File: config.mk
export PLATFORM = sky130hd
export DESIGN_NAME = dfa_ctx_matcher_flat
export DESIGN_NICKNAME = d
export VERILOG_FILES = /design/src/rtl/dfa_ctx_matcher_if.sv /design/src/rtl/dfa_ctx_matcher.sv /design/src/flat_wrapper.sv
export SDC_FILE = /design/constraint.sdc
export NUM_CORES = 2
export LEC_CHECK = 0
export BUFFER_PORTS_ARGS = -buffer_cell sky130_fd_sc_hd__buf_2
export CAP_MARGIN = 40
export CORE_UTILIZATION = 45
export DETAILED_ROUTE_END_ITERATION = 7
export GPL_ROUTABILITY_DRIVEN = 0
export PLACE_DENSITY = 0.72
export SYNTH_ARGS = -nofsm -noshare
export SYNTH_HDL_FRONTEND = slang
export SYNTH_SLANG_ARGS = --single-unit
export TNS_END_PERCENT = 100
File: constraint.sdc
create_clock -name clk -period 6.5 [get_ports clk]
set_input_delay 0.325 -clock clk [delete_from_list [all_inputs] [get_ports clk]]
set_output_delay 0.325 -clock clk [all_outputs]
set_load 0.05 [all_outputs]
File: src/rtl/dfa_ctx_matcher_if.sv
// dfa_ctx_matcher_if: config, character stream, state force/read and match signals of dfa_ctx_matcher
interface dfa_ctx_matcher_if #(
    parameter int STATE_W = 4,
    parameter int CLASS_W = 4,
    parameter int CTX_W   = 3,
    parameter int CNT_W   = 16
);
    logic                       cfg_we;
    logic [1:0]                 cfg_sel;
    logic [STATE_W+CLASS_W-1:0] cfg_addr;
    logic [STATE_W-1:0]         cfg_data;
    logic [7:0]                 char_in;
    logic                       char_in_vld;
    logic [CTX_W-1:0]           char_ctx;
    logic [STATE_W-1:0]         state_in;
    logic                       state_in_vld;
    logic [CTX_W-1:0]           state_ctx;
    logic [STATE_W-1:0]         state_out;
    logic                       accept_out;
    logic [CTX_W-1:0]           accept_ctx;
    logic [CTX_W-1:0]           cnt_rd_ctx;
    logic [CNT_W-1:0]           cnt_out;

    modport master (
        output cfg_we, cfg_sel, cfg_addr, cfg_data, char_in, char_in_vld, char_ctx,
               state_in, state_in_vld, state_ctx, cnt_rd_ctx,
        input  state_out, accept_out, accept_ctx, cnt_out
    );

    modport slave (
        input  cfg_we, cfg_sel, cfg_addr, cfg_data, char_in, char_in_vld, char_ctx,
               state_in, state_in_vld, state_ctx, cnt_rd_ctx,
        output state_out, accept_out, accept_ctx, cnt_out
    );
endinterface

File: src/rtl/dfa_ctx_matcher.sv
// dfa_ctx_matcher: table-driven multi-context DFA matcher; DFA_MATCH_COUNT_EN adds per-context saturating match counters
module dfa_ctx_matcher #(
    parameter int STATE_W = 4,
    parameter int CLASS_W = 4,
    parameter int CTX_W   = 3,
    parameter int CNT_W   = 16
) (
    input logic clk,
    input logic rst_n,
    dfa_ctx_matcher_if.slave bus
);
    localparam int NUM_CTX = 2 ** CTX_W;
    localparam int NUM_ST  = 2 ** STATE_W;
    localparam int TR_N    = 2 ** (STATE_W + CLASS_W);

    logic [CLASS_W-1:0] cmap [256];
    logic [STATE_W-1:0] trans [TR_N];
    logic [NUM_ST-1:0]  acc;
    logic [STATE_W-1:0] ctx_state [NUM_CTX];
    logic               s1_vld;
    logic [CLASS_W-1:0] s1_cls;
    logic [CTX_W-1:0]   s1_ctx;
    logic [STATE_W-1:0] nxt;
    logic               wb;
    logic               cm_ok;
    logic               acc_ok;

    assign cm_ok  = (32'(bus.cfg_addr) >> 8) == 0;
    assign acc_ok = (32'(bus.cfg_addr) >> STATE_W) == 0;
    assign nxt    = trans[{ctx_state[s1_ctx], s1_cls}];
    assign wb     = s1_vld && !(bus.state_in_vld && bus.state_ctx == s1_ctx);

    // Table writes land at the edge, so a same-cycle lookup still sees the old entry
    always_ff @(posedge clk or negedge rst_n) begin
        if (!rst_n) begin
            for (int i = 0; i < 256; i++) cmap[i] <= '0;
            for (int i = 0; i < TR_N; i++) trans[i] <= '0;
            acc <= '0;
        end else if (bus.cfg_we) begin
            if (bus.cfg_sel == 2'd0 && cm_ok) cmap[8'(bus.cfg_addr)] <= CLASS_W'(bus.cfg_data);
            if (bus.cfg_sel == 2'd1) trans[bus.cfg_addr] <= bus.cfg_data;
            if (bus.cfg_sel == 2'd2 && acc_ok) acc[STATE_W'(bus.cfg_addr)] <= bus.cfg_data[0];
        end
    end

    // Stage 1: classify the char; a char colliding with a force to its own context is dropped
    always_ff @(posedge clk or negedge rst_n) begin
        if (!rst_n) begin
            s1_vld <= 1'b0;
            s1_cls <= '0;
            s1_ctx <= '0;
        end else begin
            s1_vld <= bus.char_in_vld && !(bus.state_in_vld && bus.state_ctx == bus.char_ctx);
            s1_cls <= cmap[bus.char_in];
            s1_ctx <= bus.char_ctx;
        end
    end

    // Stage 2 writeback; a force to the same context overrides it
    always_ff @(posedge clk or negedge rst_n) begin
        if (!rst_n) begin
            for (int i = 0; i < NUM_CTX; i++) ctx_state[i] <= '0;
        end else begin
            if (wb) ctx_state[s1_ctx] <= nxt;
            if (bus.state_in_vld) ctx_state[bus.state_ctx] <= bus.state_in;
        end
    end

    // Registered match pulse and state readback
    always_ff @(posedge clk or negedge rst_n) begin
        if (!rst_n) begin
            bus.accept_out <= 1'b0;
            bus.accept_ctx <= '0;
            bus.state_out  <= '0;
        end else begin
            bus.accept_out <= wb && acc[nxt];
            bus.accept_ctx <= wb ? s1_ctx : bus.accept_ctx;
            bus.state_out  <= ctx_state[bus.state_ctx];
        end
    end

`ifdef DFA_MATCH_COUNT_EN
    logic [CNT_W-1:0] cnt [NUM_CTX];

    // Saturating per-context match counters, cleared by a state force to that context
    always_ff @(posedge clk or negedge rst_n) begin
        if (!rst_n) begin
            for (int i = 0; i < NUM_CTX; i++) cnt[i] <= '0;
            bus.cnt_out <= '0;
        end else begin
            if (bus.accept_out && cnt[bus.accept_ctx] != '1) cnt[bus.accept_ctx] <= cnt[bus.accept_ctx] + 1'b1;
            if (bus.state_in_vld) cnt[bus.state_ctx] <= '0;
            bus.cnt_out <= cnt[bus.cnt_rd_ctx];
        end
    end
`else
    assign bus.cnt_out = '0;
`endif
endmodule

File: src/flat_wrapper.sv
// flat-port wrapper written by rule: the top's interface ports become plain ports
module dfa_ctx_matcher_flat 
#(
    parameter int STATE_W = 4,
    parameter int CLASS_W = 4,
    parameter int CTX_W   = 3,
    parameter int CNT_W   = 16
)
  (clk, rst_n, bus_cfg_we, bus_cfg_sel, bus_cfg_addr, bus_cfg_data, bus_char_in, bus_char_in_vld, bus_char_ctx, bus_state_in, bus_state_in_vld, bus_state_ctx, bus_cnt_rd_ctx, bus_state_out, bus_accept_out, bus_accept_ctx, bus_cnt_out);
  dfa_ctx_matcher_if #(.STATE_W(STATE_W), .CLASS_W(CLASS_W), .CTX_W(CTX_W), .CNT_W(CNT_W)) bus_i ();
  input logic clk;
  input logic rst_n;
  input wire logic [$bits(bus_i.cfg_we)-1:0] bus_cfg_we;
  input wire logic [$bits(bus_i.cfg_sel)-1:0] bus_cfg_sel;
  input wire logic [$bits(bus_i.cfg_addr)-1:0] bus_cfg_addr;
  input wire logic [$bits(bus_i.cfg_data)-1:0] bus_cfg_data;
  input wire logic [$bits(bus_i.char_in)-1:0] bus_char_in;
  input wire logic [$bits(bus_i.char_in_vld)-1:0] bus_char_in_vld;
  input wire logic [$bits(bus_i.char_ctx)-1:0] bus_char_ctx;
  input wire logic [$bits(bus_i.state_in)-1:0] bus_state_in;
  input wire logic [$bits(bus_i.state_in_vld)-1:0] bus_state_in_vld;
  input wire logic [$bits(bus_i.state_ctx)-1:0] bus_state_ctx;
  input wire logic [$bits(bus_i.cnt_rd_ctx)-1:0] bus_cnt_rd_ctx;
  output wire logic [$bits(bus_i.state_out)-1:0] bus_state_out;
  output wire logic [$bits(bus_i.accept_out)-1:0] bus_accept_out;
  output wire logic [$bits(bus_i.accept_ctx)-1:0] bus_accept_ctx;
  output wire logic [$bits(bus_i.cnt_out)-1:0] bus_cnt_out;
  assign bus_i.cfg_we = bus_cfg_we;
  assign bus_i.cfg_sel = bus_cfg_sel;
  assign bus_i.cfg_addr = bus_cfg_addr;
  assign bus_i.cfg_data = bus_cfg_data;
  assign bus_i.char_in = bus_char_in;
  assign bus_i.char_in_vld = bus_char_in_vld;
  assign bus_i.char_ctx = bus_char_ctx;
  assign bus_i.state_in = bus_state_in;
  assign bus_i.state_in_vld = bus_state_in_vld;
  assign bus_i.state_ctx = bus_state_ctx;
  assign bus_i.cnt_rd_ctx = bus_cnt_rd_ctx;
  assign bus_state_out = bus_i.state_out;
  assign bus_accept_out = bus_i.accept_out;
  assign bus_accept_ctx = bus_i.accept_ctx;
  assign bus_cnt_out = bus_i.cnt_out;
  dfa_ctx_matcher #(.STATE_W(STATE_W), .CLASS_W(CLASS_W), .CTX_W(CTX_W), .CNT_W(CNT_W)) u_core (.clk(clk), .rst_n(rst_n), .bus(bus_i));
endmodule
---- Word-level counts from Yosys, hierarchy flattened ----
Index checks and enable logic that the tools add are counted.
storage, ports and cells
  flip-flop bits (word level) ............. 2112
  bits in latches ......................... 0
  bits in writable memories ............... 0
  ROM bits ................................ 0
  input bits .............................. 40
  output and inout bits ................... 24
  word-level logic and storage cells ...... 593
  memories ................................ 0
operators by class
  add/sub/neg operators ................... 0
  multipliers ............................. 0
  div/mod/pow operators ................... 0
  order comparisons ....................... 11
  equal/unequal tests ..................... 4
  shift-type cells ........................ 0
  muxes and demuxes ....................... 29
  bitwise logic cells ..................... 5
  reduce and logical (&&, ||, !) cells .... 17
operators by type and width
  operator                                                           number
  bitwise mux 1024 bit                                               2
  binary-select mux 4 bit (select 8 bit)                             2
  bitwise mux 32 bit                                                 2
  2-to-1 mux 32 bit                                                  2
  2-to-1 mux 4 bit                                                   11
  demux 4 bit (select 8 bit)                                         1
  logical NOT 32 bit                                                 1
  greater-or-equal comparator 9 bit, second input constant           3
  NOT 8 -> 9 bit                                                     3
  binary-select mux 4 bit (select 3 bit)                             2
  demux 4 bit (select 3 bit)                                         2
  bitwise mux 16 bit                                                 1
  logical AND 1 bit                                                  10
  < comparator 4 x 5 -> 1 bit, second input constant                 2
  < comparator 9 x 1 -> 1 bit, second input constant                 1
  greater-or-equal comparator 4 bit, second input constant           2
  < comparator 4 x 1 -> 1 bit, second input constant                 2
  NOT 3 -> 4 bit                                                     2
  equality test 3 bit                                                2
  AND reduction 2 bit                                                3
  binary-select mux 1 bit (select 4 bit)                             1
  demux 1 bit (select 4 bit)                                         1
  greater-or-equal comparator 4 x 1 -> 1 bit, second input constant  1
  equality test 2 x 1 -> 1 bit, second input constant                1
  other kinds (4)                                                    6

---- Longest topological paths before layout ----
  word-level depth ........................ 12
  depth in mapped cells ................... 15
  depth with buffers taken out ............ 10

---- Least setup slack after synthesis ----
No wires, ideal clock.
  path kind ............................... input to register
  start point ............................. in bus_char_in[0]
  end point ............................... reg u_core.s1_cls[0]
  setup time .............................. 138 ps
  arrival time ............................ 3180 ps
  data required time ...................... 6362 ps
  path slack .............................. 3182 ps
  cell stages on the path ................. 7
  buffers on the path ..................... 3
  cell sequence ........................... clkbuf_1 buf_2 buf_1 mux4_2 mux4_2 mux4_2 mux4_2
on the way
  cells in the longest elaborated chain, start to end .. 4
RTL lines
  item                                                  RTL line               text
  from (decl)                                           flat_wrapper.sv:17     input wire logic [$bits(bus_i.char_in)-1:0] bus_char_in;
  NOT 8 -> 9 bit (implied by the code)                  dfa_ctx_matcher.sv:54  s1_cls <= cmap[bus.char_in];
  binary-select mux 4 bit (select 8 bit)                dfa_ctx_matcher.sv:54
  2-to-1 mux 4 bit (implied by the code) (2 in series)  dfa_ctx_matcher.sv:54
  to (signal assigned)                                  dfa_ctx_matcher.sv:54
  to (decl)                                             dfa_ctx_matcher.sv:21  logic [CLASS_W-1:0] s1_cls;
No other way between the ends. The select of a mux whose other input is x is not followed.
A chain may end at the register's enable or synchronous reset.

---- Worst setup path after layout ----
  start point ............................. reg u_core.s1_ctx[2]
  end point ............................... reg u_core.bus.accept_out
on the way
  cells in the longest elaborated chain, start to end .. 11
  elaborated cells on any way between the ends .. 15
  those cells by class .................... eq/ne (1); mux (8); bitwise (2); reduce/logical (4)
RTL lines
  item                                                  RTL line                  text
  from (decl)                                           dfa_ctx_matcher.sv:22     logic [CTX_W-1:0] s1_ctx;
  from (signal assigned)                                dfa_ctx_matcher.sv:55     s1_ctx <= bus.char_ctx;
  NOT 3 -> 4 bit (implied by the code)                  dfa_ctx_matcher.sv:30     assign nxt = trans[{ctx_state[s1_ctx], s1_cls}];
  binary-select mux 4 bit (select 3 bit)                dfa_ctx_matcher.sv:30
  2-to-1 mux 4 bit (implied by the code) (2 in series)  dfa_ctx_matcher.sv:30
  NOT 8 -> 9 bit (implied by the code)                  dfa_ctx_matcher.sv:30
  binary-select mux 4 bit (select 8 bit)                dfa_ctx_matcher.sv:30
  2-to-1 mux 4 bit (implied by the code) (2 in series)  dfa_ctx_matcher.sv:30
  binary-select mux 1 bit (select 4 bit)                dfa_ctx_matcher.sv:76     bus.accept_out <= wb && acc[nxt];
  2-to-1 mux 1 bit (implied by the code)                dfa_ctx_matcher.sv:76
  logical AND 1 bit (*)                                 dfa_ctx_matcher.sv:76
  to (signal assigned)                                  dfa_ctx_matcher.sv:76
  to (decl)                                             dfa_ctx_matcher_if.sv:33  output state_out, accept_out, accept_ctx, cnt_out
Mark *: on every way between the ends. The rest lies on a longest branch, timed or not. The select of a mux whose other input is x is not followed.

==> results by group <==
Status
  • Status: finished, final reports clean

Placed design
  • Placed cell areas: 101000 um2
  • Dpl hpwl: 151000 um
  • Placed insts: 8899
  • Port Buffer Count: 44

Clock network
  • CTS tree: done
  • Htree depth: 4
  • Total CTS buffers: 208
  • CTS root buffer: clkbuf_16
  • Post-CTS sizing: 0
  • Clock Tree Buf Depth: 3
  • # clock sinks: 2112
  • Worst-path clk slew: about 0.060 ns
  • Clock latency on the worst-skew pair: roughly 0.89 ns

STA
  • Slew @ Worst Pin: 1.18 ns
  • WHS: 0.0899 ns
  • Fmax: 198 MHz
  • Setup TNS: 0 ns
  • Final Hold Fails: 0
  • Max-Slew Margin vs Limit: 21.2%
  • Fin crit period: a little over 5 ns
  • Max Slew Vio Count: 0
  • Unrepaired setup endpoints after global routing: no
  • Final Cycle Share: 77.9%
  • Final setup fails: 0
  • Setup Skew: 0.0891 ns

Setup path
  • CP peak stage delay: 0.90 ns
  • CP Data Required Time: 7.22 ns
  • Kind of critical path: flop to flop
  • Crit-path slowest cell: dfrtp_1
  • FF-to-FF path depth: 11
  • CP Cell Sequence: mux2i_1 > a22oi_2 > nand3_4 > mux4_2 > mux2i_1 > a2111oi_1 > o22ai_1 > buf_4 > a2111oi_0 > a311o_1 > o22ai_1
  • Crit end category: flop
  • Worst-path fanout max: 23
  • Critical Path AT: 5.79 ns
  • Startpoint class of the critical path: flop

GRT
  • Total gr overflow: 0
  • First-pass GRT wire length: between 300000 and 400000 um
  • Global routing usage on met1: between 30% and 40%
  • Overall routing resource usage: 22.5%
  • Met2 GRT Util: 35.6%
  • Largest net degree at the start of global routing: 221
  • Most Crowded Layer GR: met2
  • Initial antenna violation count: 16
  • Number of global-route vias before repair: 59.4k
  • Met3 Resource Use GR: roughly 4%

Layout
  • Area occupied by multi-input gates: 43000 um2
  • Share of layout cells above drive strength 1: 51.1%
  • Number of fill cells in the layout: roughly 18k
  • Fin nets: 6327
  • Synth-to-Final Area Change: 11.2%
  • FF+latch area: 52900 um2
  • Fin cells: slightly above 9k
  • Design area: about 110000 um2
  • Final core occ: 50.5%

Floorplan
  • Top-level port count: 64
  • Die width: 468 um
  • Core Area: 215000 um2
  • Cell Rows: 170
  • Die Footprint: 219000 um2
  • Effective utilization at floorplan: 45.4%
  • Die height: between 400 and 500 um

Yosys
  • Asr flop ratio synth: 100%
  • Synthesized flop and latch total: 2112
  • Post-synth EDFFs: 0
  • Cell variety after synth: 64
  • Avg Inst Size Synth: roughly 15 um2
  • Mapped Cells: 6351
  • Synth Flop Type: dfrtp_1
  • Post-Syn Area: 97800 um2
  • Syn. warnings: 0
  • Seq/Total Area, Yosys: 54.0%

Power
  • Pleak: 50.9 nW
  • Worst vdd ir: 0.233 mV
  • P per Cell Area: around 260 nW/um2

Route
  • Remaining DRCs: 0
  • Remaining antenna violation count after routing: 0
  • Vias/cell: 6.02
  • Initial DRC Count: 4723
  • Routed len/inst: 26.0 um
  • Vias: about 56k
  • Total Wirelength: about 240000 um
  • DR pass1 iterations: 5

Min path
  • Worst Hold Class: input port to flop
  • Hold Path Stages: 2

Run
  • Max_cap viols: 0
==> path summary, 6_finish.rpt <==
check	startpoint	to	slack, ns
worst max-delay path	u_core.s1_ctx[2]	u_core.bus.accept_out	1.44
worst min-delay path	bus_cfg_data[0]	u_core.trans[892]	0.09
worst max register to register	u_core.s1_ctx[2]	u_core.bus.accept_out	1.44
worst min register to register	u_core.trans[6]	u_core.trans[6]	0.50
max in group asynchronous	rst_n	u_core.cmap[67]	4.46
min in group asynchronous	rst_n	u_core.trans[993]	0.11
==> routing by layer <==
layer,up-vias,wire length [um]
met1,30603,104000
li1,23417,-
met2,1563,116000
met3,424,14200
met4,8,7870
met5,-,50
==> synthesized netlist by cell type, drive strengths merged (2+ instances only) <==
cell type	count	area (um2)
nand4b	4	35.0
dfrtp	2112	52900
o31ai	3	22.5
and2	5	31.3
a31oi	7	43.8
xnor2	6	52.6
a41oi	2	17.5
a311o	2	20.0
or2	3	18.8
nand3	37	198
nand2b	13	81.3
buf	116	697
a22oi	28	220
o22ai	4	25.0
or4	2	15.0
o221ai	2	17.5
mux2i	35	354
o21ai	25	125
a311oi	2	17.5
clkbuf	386	1450
nor3b	4	30.0
inv	8	30.0
mux2	2085	23500
a21oi	34	170
a22o	6	52.6
nor3	23	120
nand2	343	1290
and3	5	31.3
nor2b	17	106
mux4	646	14600
a32oi	2	17.5
nand4	12	75.1
a2bb2oi	2	17.5
nand3b	3	22.5
nor4	2	12.5
nor2	340	1280
a2111oi	4	36.3
o211ai	8	60.1
==> flip-flops by register name (all words and copies together) (netlist names) <==
name                   cells
u_core.bus.state_out       4
u_core.s1_vld              1
u_core.bus.accept_ctx      3
u_core.cmap             1024
u_core.s1_ctx              3
u_core.bus.accept_out      1
u_core.acc                16
u_core.s1_cls              4
u_core.ctx_state          32
u_core.trans            1024
==> kinds of logic (layout without fill, tap and decap cells) <==
kind of cell | after synthesis | in the layout | synth area share [%]
mux | 2766 | 2766 | 39.3
flops | 2112 | 2112 | 54.0
simple gates | 815 | 815 | 3.44
buf+inv | 510 | 602 | 2.23
compound gates | 141 | 141 | 0.985
xor+xnor | 6 | 6 | 0.0537
other cells | 1 | 20 | 0.00383
==> power by group <==
part / internal (mW) / switching [mW]
combinational: 0.662 / 1.31
clock: 7.18 / 5.36
sequential: 13.4 / 0.171
==> through the flow <==
| step | setup WS, ns | total power, mW |
|---|---|---|
| 6_report | 1.44 | 28.1 |
| 5_1_grt | 1.23 | 29.0 |
| 4_1_cts | 1.60 | 28.3 |
| 3_5_place_dp | 1.68 | 15.8 |
| 3_3_place_gp | 1.38 | 15.7 |
| 2_1_floorplan | 3.18 | 14.9 |
==> placed cells by master, fill, tap and decap left out, types with 26 or more instances in the layout <==
master | netlist | final
mux2i_1 | 34 | 34
a21oi_1 | 34 | 34
clkbuf_16 | 0 | 208
dfrtp_1 | 2112 | 2108
clkbuf_1 | 385 | 46
nand2_1 | 341 | 340
clkbuf_8 | 0 | 52
mux2_2 | 2081 | 2081
nor2_1 | 340 | 330
buf_2 | 29 | 37
buf_12 | 0 | 37
clkinv_2 | 0 | 38
mux4_2 | 645 | 645
a22oi_1 | 26 | 26
buf_4 | 32 | 107
nand3_1 | 36 | 32
==> critical path, delay by kind of cell (launching register included) <==
| kind | cells | cell delay [ns] |
|---|---|---|
| AOI/OAI and AO/OA | 6 | 2.27 |
| muxes | 3 | 0.95 |
| DFF | 1 | 0.90 |
| and+or+nand+nor | 1 | 0.55 |
| buffers and inverters | 1 | 0.23 |
==> final cells by class <==
cell class / instances / area share, %
well taps: 2838 / 3.26
flip-flops and latches: 2112 / 48.6
clock inverters: 75 / 1.02
diodes: 4 / 0.00920
clock buffers: 306 / 5.60
repair buffers: 213 / 1.98
inverters: 8 / 0.0276
multi-input cells: 3744 / 39.5
==> timing repair <==
item,4_1_cts,5_1_grt
hold endpoints to repair,162,0
hold buffers,16,0
setup endpoints to repair,0,0
buffers inserted,0,0
(Power assumes the default switching activity.)
